**src/rtl/idu_pipe_stage_ysyx_23060136.sv**
```systemverilog
// Decode stage between IFU and EXU: operand fetch with WB bypass, per-register
// pending-write counters for RAW stalls, and a single output pipeline register.
module idu_pipe_stage_ysyx_23060136 #(
  parameter int XLEN   = 32,
  parameter int NR_GPR = 32,
  parameter int PEND_W = 2
) (
  input  logic            clk,
  input  logic            rst,
  input  logic            IDU_i_valid,
  output logic            IDU_o_ready,
  input  logic [XLEN-1:0] IDU_i_pc,
  input  logic [31:0]     IDU_i_inst,
  input  logic            IDU_i_flush,
  output logic            IDU_o_valid,
  input  logic            EXU_i_ready,
  output logic [XLEN-1:0] IDU_o_pc,
  output logic [31:0]     IDU_o_inst,
  output logic [4:0]      IDU_o_rd,
  output logic            IDU_o_write_gpr,
  output logic [XLEN-1:0] IDU_o_rs1_data,
  output logic [XLEN-1:0] IDU_o_rs2_data,
  input  logic [4:0]      WB_o_rd,
  input  logic            WB_o_RegWr,
  input  logic [XLEN-1:0] WB_o_rf_busW
);

  localparam int IDX_W = $clog2(NR_GPR);
  localparam logic [PEND_W-1:0] PEND_ZERO = {PEND_W{1'b0}};
  localparam logic [PEND_W-1:0] PEND_ONE  = PEND_W'(1);
  localparam logic [PEND_W-1:0] PEND_MAX  = {PEND_W{1'b1}};
  localparam logic [IDX_W-1:0]  IDX_ZERO  = {IDX_W{1'b0}};

  localparam logic [6:0] OPC_LUI    = 7'b0110111;
  localparam logic [6:0] OPC_AUIPC  = 7'b0010111;
  localparam logic [6:0] OPC_JAL    = 7'b1101111;
  localparam logic [6:0] OPC_JALR   = 7'b1100111;
  localparam logic [6:0] OPC_LOAD   = 7'b0000011;
  localparam logic [6:0] OPC_OPIMM  = 7'b0010011;
  localparam logic [6:0] OPC_BRANCH = 7'b1100011;
  localparam logic [6:0] OPC_STORE  = 7'b0100011;
  localparam logic [6:0] OPC_OP     = 7'b0110011;
  localparam logic [6:0] OPC_SYSTEM = 7'b1110011;

  typedef struct packed {
    logic rd;
    logic rs1;
    logic rs2;
  } use_t;

  function automatic use_t decode_use(input logic [31:0] inst);
    use_t u;
    u = '{rd: 1'b0, rs1: 1'b0, rs2: 1'b0};
    case (inst[6:0])
      OPC_LUI, OPC_AUIPC, OPC_JAL:     u = '{rd: 1'b1, rs1: 1'b0, rs2: 1'b0};
      OPC_JALR, OPC_LOAD, OPC_OPIMM:   u = '{rd: 1'b1, rs1: 1'b1, rs2: 1'b0};
      OPC_BRANCH, OPC_STORE:           u = '{rd: 1'b0, rs1: 1'b1, rs2: 1'b1};
      OPC_OP:                          u = '{rd: 1'b1, rs1: 1'b1, rs2: 1'b1};
      OPC_SYSTEM: begin
        u.rd  = (inst[14:12] != 3'b000);
        u.rs1 = (inst[14:12] != 3'b000);
        u.rs2 = 1'b0;
      end
      default:                         u = '{rd: 1'b0, rs1: 1'b0, rs2: 1'b0};
    endcase
    return u;
  endfunction

  // A pending write retiring this very cycle (last outstanding one) no longer blocks the read.
  function automatic logic rs_hazard(input logic used, input logic nonzero, input logic out_match,
                                     input logic [PEND_W-1:0] pend, input logic wb_hit);
    return used & nonzero & (out_match | ((pend != PEND_ZERO) & !(wb_hit & (pend == PEND_ONE))));
  endfunction

  logic              out_valid_r;
  logic [XLEN-1:0]   pc_r;
  logic [31:0]       inst_r;
  logic [4:0]        rd_r;
  logic              write_gpr_r;
  logic [XLEN-1:0]   rs1_data_r;
  logic [XLEN-1:0]   rs2_data_r;
  logic [XLEN-1:0]   gpr_r     [NR_GPR];
  logic [PEND_W-1:0] pending_r [NR_GPR];
  logic [PEND_W-1:0] pending_nxt_s [NR_GPR];

  use_t            use_s;
  logic [IDX_W-1:0] rs1_idx_s;
  logic [IDX_W-1:0] rs2_idx_s;
  logic [IDX_W-1:0] rd_idx_s;
  logic [IDX_W-1:0] wb_idx_s;
  logic [IDX_W-1:0] out_rd_idx_s;
  logic            wb_we_s;
  logic            hazard_s;
  logic            hold_full_s;
  logic            out_valid_s;
  logic            fire_s;
  logic            slot_free_s;
  logic            ready_s;
  logic            accept_s;
  logic            write_gpr_s;
  logic [XLEN-1:0] rs1_val_s;
  logic [XLEN-1:0] rs2_val_s;

  // Field extraction, hazard detection and handshake control.
  always_comb begin
    use_s        = decode_use(IDU_i_inst);
    rs1_idx_s    = IDU_i_inst[15 +: IDX_W];
    rs2_idx_s    = IDU_i_inst[20 +: IDX_W];
    rd_idx_s     = IDU_i_inst[7 +: IDX_W];
    wb_idx_s     = WB_o_rd[IDX_W-1:0];
    out_rd_idx_s = rd_r[IDX_W-1:0];
    wb_we_s      = WB_o_RegWr & (wb_idx_s != IDX_ZERO);
    write_gpr_s  = use_s.rd & (rd_idx_s != IDX_ZERO);

    hazard_s = rs_hazard(use_s.rs1, rs1_idx_s != IDX_ZERO,
                         out_valid_r & write_gpr_r & (out_rd_idx_s == rs1_idx_s),
                         pending_r[rs1_idx_s], wb_we_s & (wb_idx_s == rs1_idx_s))
             | rs_hazard(use_s.rs2, rs2_idx_s != IDX_ZERO,
                         out_valid_r & write_gpr_r & (out_rd_idx_s == rs2_idx_s),
                         pending_r[rs2_idx_s], wb_we_s & (wb_idx_s == rs2_idx_s));

    // Issuing would overflow the destination counter unless a writeback frees a slot now.
    hold_full_s = write_gpr_r & (pending_r[out_rd_idx_s] == PEND_MAX)
                & !(wb_we_s & (wb_idx_s == out_rd_idx_s));
    out_valid_s = out_valid_r & !hold_full_s;
    fire_s      = out_valid_s & EXU_i_ready;
    slot_free_s = !out_valid_r | fire_s;
    ready_s     = slot_free_s & !hazard_s & !IDU_i_flush;
    accept_s    = IDU_i_valid & ready_s;
  end

  // Operand read with same-cycle writeback bypass; unused or x0 operands read as zero.
  always_comb begin
    rs1_val_s = {XLEN{1'b0}};
    rs2_val_s = {XLEN{1'b0}};
    if (use_s.rs1 && (rs1_idx_s != IDX_ZERO)) begin
      if (wb_we_s && (wb_idx_s == rs1_idx_s)) rs1_val_s = WB_o_rf_busW;
      else                                     rs1_val_s = gpr_r[rs1_idx_s];
    end else begin
      rs1_val_s = {XLEN{1'b0}};
    end
    if (use_s.rs2 && (rs2_idx_s != IDX_ZERO)) begin
      if (wb_we_s && (wb_idx_s == rs2_idx_s)) rs2_val_s = WB_o_rf_busW;
      else                                     rs2_val_s = gpr_r[rs2_idx_s];
    end else begin
      rs2_val_s = {XLEN{1'b0}};
    end
  end

  // Next pending count per register; an issue and a retire on the same register cancel out.
  always_comb begin
    for (int i = 0; i < NR_GPR; i++) begin
      case ({fire_s & write_gpr_r & (out_rd_idx_s == IDX_W'(i)),
             wb_we_s & (wb_idx_s == IDX_W'(i)) & (pending_r[i] != PEND_ZERO)})
        2'b10:   pending_nxt_s[i] = pending_r[i] + PEND_ONE;
        2'b01:   pending_nxt_s[i] = pending_r[i] - PEND_ONE;
        default: pending_nxt_s[i] = pending_r[i];
      endcase
    end
  end

  // Output pipeline register.
  always_ff @(posedge clk) begin
    if (rst) begin
      out_valid_r <= 1'b0;
      pc_r        <= {XLEN{1'b0}};
      inst_r      <= 32'h0000_0000;
      rd_r        <= 5'd0;
      write_gpr_r <= 1'b0;
      rs1_data_r  <= {XLEN{1'b0}};
      rs2_data_r  <= {XLEN{1'b0}};
    end else if (accept_s) begin
      out_valid_r <= 1'b1;
      pc_r        <= IDU_i_pc;
      inst_r      <= IDU_i_inst;
      rd_r        <= IDU_i_inst[11:7];
      write_gpr_r <= write_gpr_s;
      rs1_data_r  <= rs1_val_s;
      rs2_data_r  <= rs2_val_s;
    end else if (fire_s || IDU_i_flush) begin
      out_valid_r <= 1'b0;
    end
  end

  // Register file write port.
  always_ff @(posedge clk) begin
    if (rst) begin
      for (int i = 0; i < NR_GPR; i++) gpr_r[i] <= {XLEN{1'b0}};
    end else if (wb_we_s) begin
      gpr_r[wb_idx_s] <= WB_o_rf_busW;
    end
  end

  // Pending-write scoreboard.
  always_ff @(posedge clk) begin
    if (rst) begin
      for (int i = 0; i < NR_GPR; i++) pending_r[i] <= PEND_ZERO;
    end else begin
      for (int i = 0; i < NR_GPR; i++) pending_r[i] <= pending_nxt_s[i];
    end
  end

  assign IDU_o_ready     = ready_s;
  assign IDU_o_valid     = out_valid_s;
  assign IDU_o_pc        = pc_r;
  assign IDU_o_inst      = inst_r;
  assign IDU_o_rd        = rd_r;
  assign IDU_o_write_gpr = write_gpr_r;
  assign IDU_o_rs1_data  = rs1_data_r;
  assign IDU_o_rs2_data  = rs2_data_r;

endmodule

```
**config.mk**
```make
export PLATFORM = sky130hd
export DESIGN_NAME = idu_pipe_stage_ysyx_23060136
export DESIGN_NICKNAME = d
export VERILOG_FILES = /design/src/rtl/idu_pipe_stage_ysyx_23060136.sv
export SDC_FILE = /design/constraint.sdc
export NUM_CORES = 2
export LEC_CHECK = 0
export BUFFER_PORTS_ARGS = -buffer_cell sky130_fd_sc_hd__buf_2
export CORE_MARGIN = 5
export CORE_UTILIZATION = 45
export CTS_CLUSTER_SIZE = 28
export DETAILED_ROUTE_END_ITERATION = 8
export PLACE_DENSITY_LB_ADDON = 0.2
export SYNTH_ARGS = -nofsm -noshare
export SYNTH_HDL_FRONTEND = slang
export SYNTH_SLANG_ARGS = --single-unit
```
**constraint.sdc**
```tcl
create_clock -name clk -period 4.9 [get_ports clk]
set_input_delay 0.735 -clock clk [delete_from_list [all_inputs] [get_ports clk]]
set_output_delay 0.735 -clock clk [all_outputs]
set_load 0.01 [all_outputs]
```
==> load_flow_metrics.sql <==
INSERT INTO impl_metrics (metric_group, metric, value, unit) VALUES
('power_and_ir_drop', 'clkPwrFrac', '41.7', '%'),
('synth', 'synth.cells.most_frequent', '1024 x edfxtp_1, 994 x and2_1, 674 x mux4_2', ''),
('drt', 'drt_wl_total', '205000', 'um'),
('synth', 'ys_seq_area_share', '53.0', '%'),
('timing', 'layout_setup_ws', '0.857', 'ns'),
('synth', 'synth.lib_cells_used.distinct', '59', ''),
('synth', 'synth_area_leaders', 'edfxtp_1 47%, mux4_2 23%, and2_1 9.5%', ''),
('synth', 'synth_most_common_cell', 'edfxtp_1', ''),
('placement', 'place_worst_setup_slack', '0.972', 'ns'),
('setup_path', 'worst-r2r-setup-slack', '1.11', 'ns'),
('power_and_ir_drop', 'share_comb_of_total_power', '11.0', '%'),
('floorplan', 'dieArea', '153000', 'um^2'),
('synth', 'mappedNetlistArea', '65500', 'um^2'),
('synth', 'synth_flop_cell', 'edfxtp_1', ''),
('layout', 'drive_gt1_share', '27.9', '%'),
('layout', 'final_net_count', '4717', ''),
('power_and_ir_drop', 'power.leakage', '0.0256', 'uW'),
('global_route', 'globalRouteTotalUtil', '26.9', '%'),
('placement', 'final_weighted_congestion_in_routability_driven_placement', '0.871', ''),
('cts', 'post_cts.repair.setup_buffers', '0', ''),
('timing', 'timing.final.max_slew_violations', '0', ''),
('power_and_ir_drop', 'irDropWorstVdd', '0.259', 'mV'),
('placement', 'buffer_ports.inserted', '242', ''),
('power_and_ir_drop', 'internal-power', '19300', 'uW'),
('timing', 'rsz0062_at_grt', 'false', ''),
('status', 'outcome', 'completed', ''),
('cts', 'post_cts_resize_count', '0', ''),
('setup_path', 'path_max_fanout', '14', ''),
('power_and_ir_drop', 'power.switching', '6100', 'uW'),
('cts', 'cts_made_buffers', '140', ''),
('timing', 'relSlewSlack', '26.4', '%'),
('cts', 'cts.path.max_buffers', '3', ''),
('global_route', 'first_global_vias', '41200', ''),
('synth', 'post_synth_mux_area_share', '25.9', '%'),
('drt', 'vias', '40700', ''),
('setup_path', 'setup.worst_path.start_class', 'flop', ''),
('cts', 'cts-root-buf', 'clkbuf_16', ''),
('drt', 'route.detailed.wl_per_inst', '31.1', 'um'),
('synth', 'synth-edff-count', '1024', ''),
('drt', 'count_of_nets_left_with_antenna_violations_after_detail_routing', '0', ''),
('setup_path', 'critPathKind', 'reg2out', ''),
('setup_path', 'cp-end-kind', 'primary output', ''),
('power_and_ir_drop', 'power.share.sequential', '47.4', '%'),
('setup_path', 'cp-endpoint', 'IDU_o_ready', ''),
('global_route', 'grt_pass1_wl', '296000', 'um'),
('synth', 'synth_top_cell_by_area', 'edfxtp_1', ''),
('cts', 'cts.reportedPaths.clkPinSlew', '0.06', 'ns'),
('timing', 'setup-violations-final', '0', ''),
('timing', 'final.period_utilization', '82.5', '%'),
('synth', 'combinational_family_with_the_most_area_after_synthesis', 'multiplexers', ''),
('timing', 'period_needed', '4.04', 'ns'),
('synth', 'synth-xor-area-share', '1.16', '%'),
('synth', 'synth_top_cell_area_share', '46.9', '%'),
('setup_path', 'critPathRequiredTime', '4.16', 'ns'),
('cts', 'cts.htree.levels', '4', ''),
('synth', 'synth_compound_gate_area_share', '1.73', '%'),
('min_path', 'path_category_of_the_worst_min_delay_check', 'in2reg', ''),
('timing', 'timing_worst_slew_pin_value', '1.10', 'ns'),
('drt', 'route.detailed.vias_per_inst', '6.15', ''),
('synth', 'yosys_warnings', '0', ''),
('timing', 'fmax', '247', 'MHz'),
('timing', 'clock_skews', '0.0344', 'ns'),
('layout', 'synthToLayoutAreaGrowth', '12.2', '%'),
('floorplan', 'ios', '243', ''),
('synth', 'synth.ff_latch_count', '1223', ''),
('setup_path', 'worstReg2RegEnd', 'pending_r[10][1]$_SDFFE_PP0P_', ''),
('floorplan', 'core_region_area', '145000', 'um^2'),
('drt', 'detail_route.first_pass.iterations', '6', ''),
('synth', 'async_reset_ff_share', '0', '%'),
('floorplan', 'start_util', '45.1', '%'),
('power_and_ir_drop', 'cellPowerDensity', '345', 'nW/um^2');
-- area by class of cell --
type | instances | area (um^2)
Timing Repair Buffer | 366 | 2500
Fill cell | 12100 | 71700
Tap cell | 1917 | 2400
Inverter | 12 | 45.0
Multi-Input combinational cell | 2835 | 29300
Clock inverter | 60 | 678
Clock buffer | 192 | 3880
Antenna cell | 9 | 22.5
Sequential cell | 1223 | 34700
-- kinds of logic (layout without fill, tap and decap cells) --
group | count (synthesis) | in the layout
xor+xnor | 87 | 87
flops | 1223 | 1223
fa+ha+maj | 32 | 32
simple gates | 1659 | 1659
mux | 855 | 855
other cells | 1 | 41
compound gates | 170 | 170
buf+inv | 461 | 630
-- power groups by stage --
stage | logic (uW) | clock network [uW] | registers (uW)
2_1_floorplan | 1840 | 0 | 12200
3_3_place_gp | 2780 | 0 | 12200
3_5_place_dp | 2790 | 0 | 12200
4_1_cts | 2800 | 10700 | 12000
5_1_grt | 2920 | 11200 | 12100
6_report | 2790 | 10600 | 12000
-- cell usage in the layout (no fill, tap or decap), drive strengths merged, types with 68 or more instances in the layout --
cell and count:
buf 366, clkbuf 192, nand2 166, and2 994, nand2b 198, dfxtp 199, mux4 674, o211ai 68
nor2 105, mux2i 179, edfxtp 1024
-- flip-flops by register name, indices dropped and copies added, names as in the netlist, named ones only --
signal	count
IDU_o_inst	32
IDU_o_pc	32
IDU_o_rs1_data	32
IDU_o_rs2_data	32
IDU_o_write_gpr	1
gpr_r	1024
out_valid_r	1
pending_r	64
-- per-stage QoR --
stage	cells	utilization [%]	power, uW	hold slack [ns]	cell area [um^2]
CTS	6605	50.6	25500	0.157	73500
detailed placement	6353	47.5	15000	0.457	69000
floorplan	4519	-	14000	0.486	65700
global route	6607	50.6	26200	0.199	73500
finish	6614	50.7	25400	0.214	73600
global placement	6353	47.5	15000	0.454	69000
-- worst min-delay path by stage --
stage / endpoint / cells after the start / slack [ns]
3_5_place_dp: IDU_o_inst[25]$_SDFFE_PP0P_ / 2 / 0.46
3_3_place_gp: IDU_o_pc[21]$_SDFFE_PP0P_ / 2 / 0.45
5_1_grt: IDU_o_pc[30]$_SDFFE_PP0P_ / 3 / 0.20
4_1_cts: IDU_o_pc[22]$_SDFFE_PP0P_ / 3 / 0.16
2_1_floorplan: pending_r[29][1]$_SDFFE_PP0P_ / 2 / 0.49
6_report: IDU_o_pc[22]$_SDFFE_PP0P_ / 3 / 0.21
-- metal layers --
metal / share of wire, % / up-vias / GRT usage, %
li1: - / 17100 / -
met5: 0.013 / - / 0
met4: 4.3 / 4 / 10.5
met2: 47 / 2154 / 42.8
met1: 39 / 21000 / 36.4
met3: 9.8 / 420 / 5.70
-- worst max-delay path, stage by stage, from the launching register on --
cell	delay, ns
dfxtp_1	0.68
nor2b_1	0.33
a311oi_1	0.16
a221oi_2	0.34
nor3_1	0.13
or4b_4	0.56
and3_1	0.19
buf_2	0.14
Power figures use the tool's default switching activity.
